$ cat config.mk
export PLATFORM = sky130hd
export DESIGN_NAME = crc7_serial
export DESIGN_NICKNAME = d
export VERILOG_FILES = /design/src/rtl/crc7_serial.sv
export SDC_FILE = /design/constraint.sdc
export NUM_CORES = 1
export LEC_CHECK = 0
export BUFFER_PORTS_ARGS = -buffer_cell sky130_fd_sc_hd__buf_2
export CAP_MARGIN = 20
export CELL_PAD_IN_SITES_DETAIL_PLACEMENT = 2
export CELL_PAD_IN_SITES_GLOBAL_PLACEMENT = 2
export CORE_MARGIN = 5
export CORE_UTILIZATION = 34
export DETAILED_ROUTE_END_ITERATION = 8
export PLACE_DENSITY = 0.89
export SYNTH_ARGS = -nofsm -noshare
export SYNTH_HDL_FRONTEND = slang
export SYNTH_SLANG_ARGS = --single-unit
export TNS_END_PERCENT = 100
$ cat constraint.sdc
create_clock -name clk -period 3.2 [get_ports clk]
set_clock_uncertainty 0.15 [all_clocks]
set_input_delay 0.32 -clock clk [delete_from_list [all_inputs] [get_ports clk]]
set_output_delay 0.32 -clock clk [all_outputs]
set_load 0.02 [all_outputs]
$ cat src/rtl/crc7_serial.sv
// Bit-serial CRC7 (SD command) over a 40-bit frame, MSB first; result pulse 41 cycles after start.
// No backpressure: startcrc is accepted only in IDLE/DONE and ignored while busy.
module crc7_serial #(
    parameter logic [6:0] POLY = 7'h09
) (
    input  logic        clk,
    input  logic        rst,
    input  logic        startcrc,
    input  logic [39:0] incrc,
    output logic        rdystart,
    output logic [6:0]  crccode,
    output logic        busy
);

    typedef enum logic [1:0] {
        IDLE  = 2'd0,
        SHIFT = 2'd1,
        DONE  = 2'd2
    } state_t;

    state_t      state_q;
    logic [39:0] shreg_q;
    logic [6:0]  crc_q;
    logic [5:0]  cnt_q;
    logic        rdystart_q;
    logic        busy_q;
    logic [6:0]  crccode_q;

    logic        fb;
    logic [6:0]  crc_d;

    assign fb    = crc_q[6] ^ shreg_q[39];
    assign crc_d = {crc_q[5:0], 1'b0} ^ (fb ? POLY : 7'h00);

    always_ff @(posedge clk) begin
        if (!rst) begin
            state_q    <= IDLE;
            shreg_q    <= '0;
            crc_q      <= '0;
            cnt_q      <= '0;
            rdystart_q <= 1'b0;
            busy_q     <= 1'b0;
            crccode_q  <= '0;
        end else begin
            case (state_q)
                IDLE, DONE: begin
                    rdystart_q <= 1'b0;
                    if (startcrc) begin
                        shreg_q <= incrc;
                        crc_q   <= '0;
                        cnt_q   <= 6'd39;
                        busy_q  <= 1'b1;
                        state_q <= SHIFT;
                    end else begin
                        busy_q  <= 1'b0;
                        state_q <= IDLE;
                    end
                end
                SHIFT: begin
                    crc_q   <= crc_d;
                    shreg_q <= {shreg_q[38:0], 1'b0};
                    // The edge that consumes bit 0 also publishes the final remainder.
                    if (cnt_q == 6'd0) begin
                        crccode_q  <= crc_d;
                        rdystart_q <= 1'b1;
                        busy_q     <= 1'b0;
                        state_q    <= DONE;
                    end else begin
                        cnt_q <= cnt_q - 6'd1;
                    end
                end
                default: begin
                    rdystart_q <= 1'b0;
                    busy_q     <= 1'b0;
                    state_q    <= IDLE;
                end
            endcase
        end
    end

    assign rdystart = rdystart_q;
    assign crccode  = crccode_q;
    assign busy     = busy_q;

endmodule
==> impl_metrics.csv, run 1 <==
group,metric,value,unit
route,vias,2172,
yosys,async_flop_share,0,
yosys,synth_xor_area_frac,0.01823,
floorplanning,rows,30,
route,wl,7230,µm
clock_network,cts_tree,"yes",
yosys,synth_edf_count,0,
yosys,synthSimpleGateAreaFrac,0.2203,
route,drt_iter0_markers,72,
critical_path,path_max_fanout,7,
critical_path,r2r-start,"cnt_q[0]$_SDFFE_PN0P_",
critical_path,cp.required,3.24,ns
timing,fin_crit_sh,0.6702,
clock_network,clk_latency,0.35,ns
clock_network,post_cts_buffers,0,
flow_run,drv_cap,0,
yosys,synth_compound_area_frac,0.1542,
grt,grt_pass1_wl,12120,µm
timing,max_slew.worst_pin.slew,1.004,ns
route,firstDrtPassIters,4,
critical_path,r2r_end,"crccode[6]$_SDFFE_PN0P_",
layout,syn_to_final_growth,20.68,%
grt,grt_overflow,0,
timing,setup-tns-final,0,ns
grt,grt_pass1_vias,2393,
hold_path,min_to,"shreg_q[0]$_SDFFE_PN0P_",
grt,grt_max_degree,60,
timing,period_minus_slack,2.145,ns
layout,fin_nets,362,
hold_path,hp-start,"incrc[0]",
placement,hpwl,4432,µm
layout,design_area,2899,µm²
timing,setup_viol,0,
power_and_ir_drop,p_leak,1.249,nW
timing,whs,0.1022,ns
clock_network,cts-htree-levels,3,
clock_network,cts-root-buf,"clkbuf_8",
clock_network,clockBufferDepth,2,
floorplanning,ioPinCount,52,
critical_path,ff2ff_setup_slack,1.06,ns
timing,rsz0062_at_grt,"false",
floorplanning,die_w,94.06,µm
placement,dpl_cell_area,2709,µm²
yosys,avgSynthCellArea,8.768,µm²
route,drc,0,
yosys,netlist_area,2402,µm²
yosys,postSynthCellCount,274,
layout,antennaDiodeCount,0,
critical_path,crit_path_end_kind,"register",
critical_path,crit_type,"reg2reg",
hold_path,hold_depth,3,
floorplanning,die_area,8846,µm²
route,avgRoutedWirePerCell,17.30,µm
yosys,yosys.cell_types.count,28,
power_and_ir_drop,p_per_area,658.7,nW/µm²
floorplanning,fp.coreArea,6832,µm²
placement,portBuffers,51,
timing,finalHoldViolCount,0,
critical_path,rr_worst_depth,6,
layout,layout-drive-gt1-share,0.2236,
power_and_ir_drop,vdd_drop_max,281.8,µV
yosys,synth_nets,319,
clock_network,numCtsBuffers,9,
hold_path,hp-class,"in2reg",
critical_path,crit_arrival,2.18,ns
route,ant_nets,0,
power_and_ir_drop,power,1.910,mW
floorplanning,initial_core_util,0.3516,
yosys,synth.area.mux_share,0.02917,
placement,gp_congestion,0.7246,
layout,fillCellCount,779,
clock_network,hold_buffers,0,
clock_network,ctsResizeCount,0,
timing,max_clock_freq,466.3,MHz
clock_network,path_clk_slew,0.07,ns
yosys,yosysSeqAreaShare,0.5250,
yosys,synth_top_family_by_area,"simple AND/OR/NAND/NOR gates",
yosys,ys.flop_type,"dfxtp_1",
floorplanning,die_h,94.06,µm
route,drt-vias-per-instance,5.196,
grt,antenna_found_initial,0,
yosys,synth_fa_ha_area_frac,0.01042,
yosys,ys_ff_latch,63,
critical_path,cp-start-kind,"register",
clock_network,cts_sinks,63,
yosys,yosysWarnings,0,
timing,drv_slew,0,
run_status,status,"completed",
timing,max_slew_margin,0.3300,
grt,track_usage,0.1785,
-- cell usage in the layout (no fill, tap or decap) --
cell type,synthesis,final
a211o_1,1,1
a211oi_1,4,4
a21oi_1,2,2
a21oi_2,1,1
a22oi_1,8,8
a311oi_1,1,1
and2b_1,1,1
buf_2,4,51
buf_4,1,3
bufinv_16,0,1
clkbuf_1,17,2
clkbuf_8,0,10
clkinv_2,0,3
dfxtp_1,63,63
ha_1,2,2
inv_1,2,2
inv_2,1,1
mux2i_1,7,7
nand2_1,4,4
nand2b_1,1,1
nand3_1,1,1
nor2_1,61,61
nor2b_1,2,2
nor3_1,41,41
nor3_2,1,1
o22ai_1,39,39
or2b_1,1,1
or3b_1,2,2
or4b_4,1,1
xnor2_1,1,1
xor2_1,4,4
-- metrics by stage --
| stage | setup WS (ns) | cells | utilization |
|---|---|---|---|
| finish | 1.055 | 418 | 0.4244 |
| global route | 0.8980 | 418 | 0.4244 |
| CTS | 1.036 | 418 | 0.4244 |
| detailed placement | 1.064 | 402 | 0.3965 |
| global placement | 1.240 | 402 | 0.3965 |
| floorplan | 1.406 | 274 | - |
-- routing by layer --
| metal | up-vias | track usage | routed length (µm) |
|---|---|---|---|
| met2 | 45 | 0.2992 | 3698 |
| li1 | 1069 | - | - |
| met1 | 1046 | 0.2128 | 3105 |
| met4 | 0 | 0.07942 | 151 |
| met5 | - | 0 | 0 |
| met3 | 12 | 0.04728 | 274 |
-- flip-flops by register name, summed over array words and instances, names as in the netlist --
| name | cells |
|---|---|
| cnt_q | 6 |
| crc_q | 7 |
| crccode | 7 |
| rdystart | 1 |
| shreg_q | 40 |
| state_q | 2 |
-- logic make-up after synthesis --
group                      count (synthesis)
DFF                                       63
muxes                                      7
and+or+nand+nor                          116
buffers and inverters                     25
xor gates and xnor gates                   5
adders and majority gates                  2
AOI/OAI and AO/OA                         56
-- worst max-delay path, cell delays in order, from the launching register on --
cell and delay [ns]:
dfxtp_1 0.35, inv_1 0.10, ha_1 0.16, nor2b_1 0.40
nand3_1 0.43, mux2i_1 0.30, nor2_1 0.09
-- worst max-delay path by stage --
stage	slack, ns	depth (start not counted)	to	from
global route	0.90	6	crccode[0]$_SDFFE_PN0P_	cnt_q[0]$_SDFFE_PN0P_
global placement	1.24	6	crccode[6]$_SDFFE_PN0P_	cnt_q[0]$_SDFFE_PN0P_
finish	1.06	6	crccode[6]$_SDFFE_PN0P_	cnt_q[0]$_SDFFE_PN0P_
floorplan	1.41	4	cnt_q[5]$_SDFFE_PN0P_	state_q[0]$_SDFFE_PN0P_
detailed placement	1.06	6	crccode[6]$_SDFFE_PN0P_	cnt_q[0]$_SDFFE_PN0P_
CTS	1.04	6	crccode[6]$_SDFFE_PN0P_	cnt_q[0]$_SDFFE_PN0P_
-- cell usage after synthesis (all sizes together) (3+ instances only) --
library cell	instances	area share
nor2	61	0.095
nor3	42	0.090
o22ai	39	0.10
clkbuf	17	0.027
nand2	4	0.0062
dfxtp	63	0.53
buf	5	0.011
a211oi	4	0.013
mux2i	7	0.029
a21oi	3	0.0078
a22oi	8	0.025
inv	3	0.0047
xor2	4	0.015
-- power by group --
part           internal, mW  total, mW  leakage (nW)  switching [mW]
registers             0.859      0.907         0.519          0.0481
logic                 0.124      0.314         0.630           0.190
clock network         0.378      0.689         0.100           0.311
-- final cells by class --
class	count	area, µm²	area share
Sequential cell	63	1261	0.4350
Clock buffer	12	145.1	0.05006
Tap cell	96	120.1	0.04143
Multi-Input combinational cell	186	1039	0.3582
Inverter	3	11.26	0.003884
Clock inverter	4	45.04	0.01554
Timing Repair Buffer	54	277.8	0.09581
No activity file was read; power rests on OpenSTA's default activity.
==> run 2: changes to the inputs <==
Settings changed: CORE_UTILIZATION 34 to 31, PLACE_DENSITY 0.89 to 0.83.
Clock period 3.2 ns to 2 ns, I/O delays scaled along.
==> run 2 against run 1 <==
Global-route usage fell by 3.5 points. Final area rose by 3.8%. First-iteration DRC count did not move. Critical endpoint unchanged.
==> impl_metrics.csv, run 2 (synthesis results as in run 1) <==
group,metric,value,unit
run_status,status,"completed",
route,ant_nets,0,
floorplanning,die_h,98.03,µm
grt,grt_pass1_wl,11230,µm
critical_path,rr_worst_depth,7,
critical_path,cp-start-kind,"register",
critical_path,startpoint,"cnt_q[0]$_SDFFE_PN0P_",
critical_path,crit_arrival,1.87,ns
clock_network,numCtsBuffers,9,
critical_path,cp.required,2.06,ns
floorplanning,initial_core_util,0.3141,
clock_network,path_clk_slew,0.07,ns
timing,rsz0062_at_grt,"false",
placement,dpl_cell_area,2794,µm²
critical_path,ff2ff_setup_slack,0.18,ns
grt,met2_usage,0.2440,
timing,setup_viol,0,
critical_path,crit_path_end_kind,"register",
floorplanning,fp.coreArea,7647,µm²
power_and_ir_drop,vdd_drop_max,456.6,µV
critical_path,crit_end,"crccode[6]$_SDFFE_PN0P_",
timing,max_slew.worst_pin.slew,0.4864,ns
floorplanning,die_w,98.03,µm
power_and_ir_drop,sequentialPowerShare,0.469,
grt,antenna_found_initial,0,
layout,regMostFlops,"shreg_q",
route,wl,6733,µm
floorplanning,ioPinCount,52,
timing,whs,0.02739,ns
floorplanning,rows,32,
layout,design_area,3010,µm²
critical_path,r2r_end,"crccode[6]$_SDFFE_PN0P_",
layout,antennaDiodeCount,0,
floorplanning,die_area,9610,µm²
grt,track_usage,0.1431,
clock_network,clockBufferDepth,2,
power_and_ir_drop,p_leak,1.300,nW
power_and_ir_drop,power_switching,0.8487,mW
timing,drv_slew,0,
critical_path,path_max_fanout,7,
timing,period_minus_slack,1.816,ns
critical_path,crit_type,"reg2reg",
power_and_ir_drop,sw_frac_of_total,0.2754,
route,vias,2182,
critical_path,r2r-start,"cnt_q[0]$_SDFFE_PN0P_",
grt,grt_pass1_vias,2354,
power_and_ir_drop,p_clk_frac,0.357,
timing,fin_crit_sh,0.9080,
clock_network,clk_latency,0.33,ns
timing,max_slew_margin,0.6751,
power_and_ir_drop,p_int,2.232,mW
layout,syn_to_final_growth,25.31,%
layout,largest_register_ffs,40,
grt,grt_max_degree,60,
grt,met1_usage,0.1708,
hold_path,hp-class,"in2reg",
route,drt_iter0_markers,72,
route,firstDrtPassIters,4,
grt,grt_overflow,0,
clock_network,cts-htree-levels,3,
placement,portBuffers,51,
power_and_ir_drop,comb_power_share,0.173,
route,drt-vias-per-instance,5.074,
placement,gp_congestion,0.7586,
layout,layout-drive-gt1-share,0.2409,
placement,hpwl,4423,µm
clock_network,cts_tree,"yes",
power_and_ir_drop,p_per_area,1023,nW/µm²
route,avgRoutedWirePerCell,15.66,µm
clock_network,ctsResizeCount,0,
clock_network,cts_sinks,63,
clock_network,cts-root-buf,"clkbuf_8",
layout,final_common_cell,"dfxtp_1",
timing,finalHoldViolCount,0,
timing,max_clock_freq,550.7,MHz
grt,grt.busiest_layer,"met2",
timing,setup-tns-final,0,ns
layout,fin_nets,369,
flow_run,drv_cap,0,
route,drc,0,
layout,final_cell_mix,"dfxtp_1 (63), nor2_1 (61), buf_2 (51), nor3_1 (41), o22ai_1 (39)",
grt,grtUsageMet3,0.05714,
[run 2: repair_timing]
| action | in CTS | in global routing |
|---|---|---|
| hold buffers | 2 | 0 |
| setup buffers | 0 | 0 |
| endpoints found under the hold margin | 3 | 0 |
[run 2: stage by stage]
step             util  power (mW)  worst slack (ns)  std cells
4_1_cts        0.3937       3.139            0.1517        430
5_1_grt        0.3937       3.257           0.05422        430
3_5_place_dp   0.3653       2.007            0.1851        413
2_1_floorplan       -       1.821            0.2061        274
3_3_place_gp   0.3653       1.973            0.3010        413
6_report       0.3937       3.081            0.1840        430
[run 2: final cells by class]
type	count	area, µm²
Timing Repair Buffer	61	372.9
Multi-Input combinational cell	186	1041
Tap cell	102	127.6
Inverter	3	11.26
Clock buffer	11	151.4
Sequential cell	63	1261
Clock inverter	4	45.04
Fill cell	897	4637
[run 2: how the worst min path moves through the flow]
stage	endpoint	slack [ns]	startpoint	cells after the start
finish	shreg_q[21]$_SDFFE_PN0P_	0.03	incrc[21]	3
global route	shreg_q[21]$_SDFFE_PN0P_	0.02	incrc[21]	3
CTS	shreg_q[31]$_SDFFE_PN0P_	0.006	incrc[31]	3
detailed placement	rdystart$_SDFFE_PN0P_	0.32	rdystart$_SDFFE_PN0P_	2
global placement	rdystart$_SDFFE_PN0P_	0.32	rdystart$_SDFFE_PN0P_	2
floorplan	state_q[1]$_SDFFE_PN0P_	0.19	rst	2
[run 2: critical path: stages (launching register included)]
cell	delay (ns)
dfxtp_1	0.34
inv_1	0.09
ha_1	0.14
nor2b_1	0.42
nand3_1	0.13
buf_4	0.20
mux2i_1	0.16
nor2_1	0.06
[run 2: power by group through the flow]
stage          clock network, mW  registers (mW)  logic [mW]
2_1_floorplan                  0            1.46       0.363
3_3_place_gp                   0            1.47       0.506
3_5_place_dp                   0            1.47       0.534
6_report                    1.10            1.45       0.533
5_1_grt                     1.20            1.46       0.598
4_1_cts                     1.15            1.45       0.543
[run 2: metal layers]
layer  part of all wire  up-vias
li1                   -     1070
met1               0.45     1058
met2               0.49       46
met3              0.055        8
met4              0.011        0
met5                  0        -
==> run 3: changes to the inputs <==
Settings changed: GPL_TIMING_DRIVEN set to 0.
==> run 3 against run 2 <==
Total power is 0.25% lower. Non-clock buffer count is 13 higher. Via count is 3.2% higher. Sequential power hardly changed. First-iteration DRC count is 50% lower. Sequential share of layout area is 0.16 points lower. Combinational power is 2% lower. Global-route usage is 0.88 points higher. Clock power hardly changed. Critical path type unchanged. Critical endpoint is now cnt_q[5]$_SDFFE_PN0P_. Largest power group unchanged.
==> impl_metrics.csv, run 3 (synthesis results as in run 1) <==
group,metric,value,unit
run_status,status,"completed",
critical_path,r2r_end,"cnt_q[5]$_SDFFE_PN0P_",
critical_path,cp.required,2.05,ns
floorplanning,fp.coreArea,7647,µm²
layout,regMostFlops,"shreg_q",
clock_network,cts-root-buf,"clkbuf_8",
floorplanning,die_area,9610,µm²
hold_path,hp-start,"incrc[1]",
placement,portBuffers,51,
placement,gp_congestion,0.7512,
route,firstDrtPassIters,4,
route,drt_iter0_markers,36,
floorplanning,initial_core_util,0.3141,
critical_path,crit_arrival,1.95,ns
critical_path,cp-start-kind,"register",
layout,fin_nets,382,
grt,grt_overflow,0,
clock_network,cts_sinks,63,
route,avgRoutedWirePerCell,15.65,µm
timing,rsz0062_at_grt,"true",
layout,antennaDiodeCount,0,
grt,antenna_found_initial,1,
timing,fin_ws,0.1007,ns
floorplanning,ioPinCount,52,
timing,fin_crit_sh,0.9497,
grt,grt_pass1_wl,11880,µm
layout,largest_register_ffs,40,
timing,setup_viol,0,
route,wl,6948,µm
power_and_ir_drop,power_switching,0.9076,mW
power_and_ir_drop,sw_frac_of_total,0.2953,
critical_path,rr_worst_depth,7,
clock_network,cts-htree-levels,3,
floorplanning,die_w,98.03,µm
clock_network,numCtsBuffers,9,
clock_network,path_clk_slew,0.08,ns
layout,layout-drive-gt1-share,0.2222,
timing,drv_slew,0,
clock_network,clockBufferDepth,2,
hold_path,hp-class,"in2reg",
grt,grt_pass1_vias,2468,
placement,pre_cts_ws,-0.03472,ns
clock_network,cts_tree,"yes",
route,vias,2251,
grt,grt_max_degree,20,
timing,max_slew_margin,0.6202,
timing,setup-tns-final,0,ns
layout,final_cell_mix,"dfxtp_1 (63), nor2_1 (61), buf_2 (54), nor3_1 (41), o22ai_1 (39)",
power_and_ir_drop,vdd_drop_max,377.8,µV
timing,max_slew.worst_pin.slew,0.5667,ns
critical_path,path_max_fanout,7,
flow_run,drv_cap,0,
timing,period_minus_slack,1.899,ns
critical_path,crit_path_end_kind,"register",
power_and_ir_drop,sequentialPowerShare,0.471,
layout,final_common_cell,"dfxtp_1",
timing,max_clock_freq,526.5,MHz
layout,syn_to_final_growth,25.78,%
route,drt-vias-per-instance,5.070,
power_and_ir_drop,comb_power_share,0.171,
clock_network,clk_latency,0.34,ns
timing,finalHoldViolCount,0,
power_and_ir_drop,p_leak,1.282,nW
hold_path,hold_depth,3,
floorplanning,rows,32,
hold_path,min_to,"shreg_q[1]$_SDFFE_PN0P_",
floorplanning,die_h,98.03,µm
critical_path,ff2ff_setup_slack,0.10,ns
power_and_ir_drop,p_clk_frac,0.359,
layout,final_util,0.3951,
critical_path,r2r-start,"cnt_q[0]$_SDFFE_PN0P_",
route,ant_nets,0,
grt,track_usage,0.1519,
power_and_ir_drop,p_per_area,1017,nW/µm²
power_and_ir_drop,p_int,2.166,mW
route,drc,0,
placement,hpwl,5029,µm
critical_path,crit_type,"reg2reg",
-- run 3: final cells by class --
| cell class | count | area (µm²) |
|---|---|---|
| fill | 884 | 4626 |
| sequential | 63 | 1261 |
| multi-input combinational | 186 | 1051 |
| timing repair buffer | 55 | 295.3 |
| tap | 102 | 127.6 |
| clock buffer | 9 | 123.9 |
| buffer | 19 | 78.83 |
| clock inverter | 7 | 72.57 |
| inverter | 3 | 11.26 |
-- run 3: worst max-delay path by stage --
stage | from | to | slack, ns
2_1_floorplan | state_q[0]$_SDFFE_PN0P_ | cnt_q[5]$_SDFFE_PN0P_ | 0.21
3_3_place_gp | state_q[0]$_SDFFE_PN0P_ | crccode[5]$_SDFFE_PN0P_ | 0.07
3_5_place_dp | state_q[0]$_SDFFE_PN0P_ | crccode[0]$_SDFFE_PN0P_ | -0.03
4_1_cts | state_q[0]$_SDFFE_PN0P_ | shreg_q[6]$_SDFFE_PN0P_ | 0.03
5_1_grt | state_q[0]$_SDFFE_PN0P_ | shreg_q[2]$_SDFFE_PN0P_ | -0.009
6_report | cnt_q[0]$_SDFFE_PN0P_ | cnt_q[5]$_SDFFE_PN0P_ | 0.10
-- run 3: power groups by stage --
stage	clock network, mW	logic (mW)	registers [mW]
6_report	1.10	0.524	1.45
5_1_grt	1.19	0.593	1.46
4_1_cts	1.14	0.530	1.45
3_5_place_dp	0	0.516	1.48
3_3_place_gp	0	0.492	1.47
2_1_floorplan	0	0.363	1.46
-- run 3: worst max-delay path, cell delays in order, from the launching register on --
cell and delay (ns):
dfxtp_1 0.39, inv_1 0.09, ha_1 0.20, nor2b_1 0.13, buf_4 0.16, or3b_1 0.40
xor2_1 0.15, a21oi_1 0.08
-- run 3: repair_timing --
| item | in CTS | in global routing |
|---|---|---|
| endpoints found under the hold margin | 4 | 0 |
| hold buffers | 4 | 0 |
| setup endpoints to repair | 8 | 19 |
| resized for setup | 1 | 1 |
| setup buffers | 0 | 0 |
-- run 3: per-stage QoR --
| stage | hold WS, ns | cell area (µm²) | cells | total power [mW] |
|---|---|---|---|---|
| 2_1_floorplan | 0.1874 | 2402 | 274 | 1.821 |
| 3_3_place_gp | 0.3126 | 2785 | 427 | 1.960 |
| 3_5_place_dp | 0.3361 | 2785 | 427 | 1.992 |
| 4_1_cts | 0.002868 | 3022 | 446 | 3.116 |
| 5_1_grt | 0.01249 | 3022 | 444 | 3.242 |
| 6_report | 0.008541 | 3022 | 444 | 3.073 |
-- run 3: routing by layer --
layer  GRT usage  routed length, µm
met1      0.1755               3072
met2      0.2628               3422
met3     0.04214                342
met4     0.06390                 97
met5           0                 12
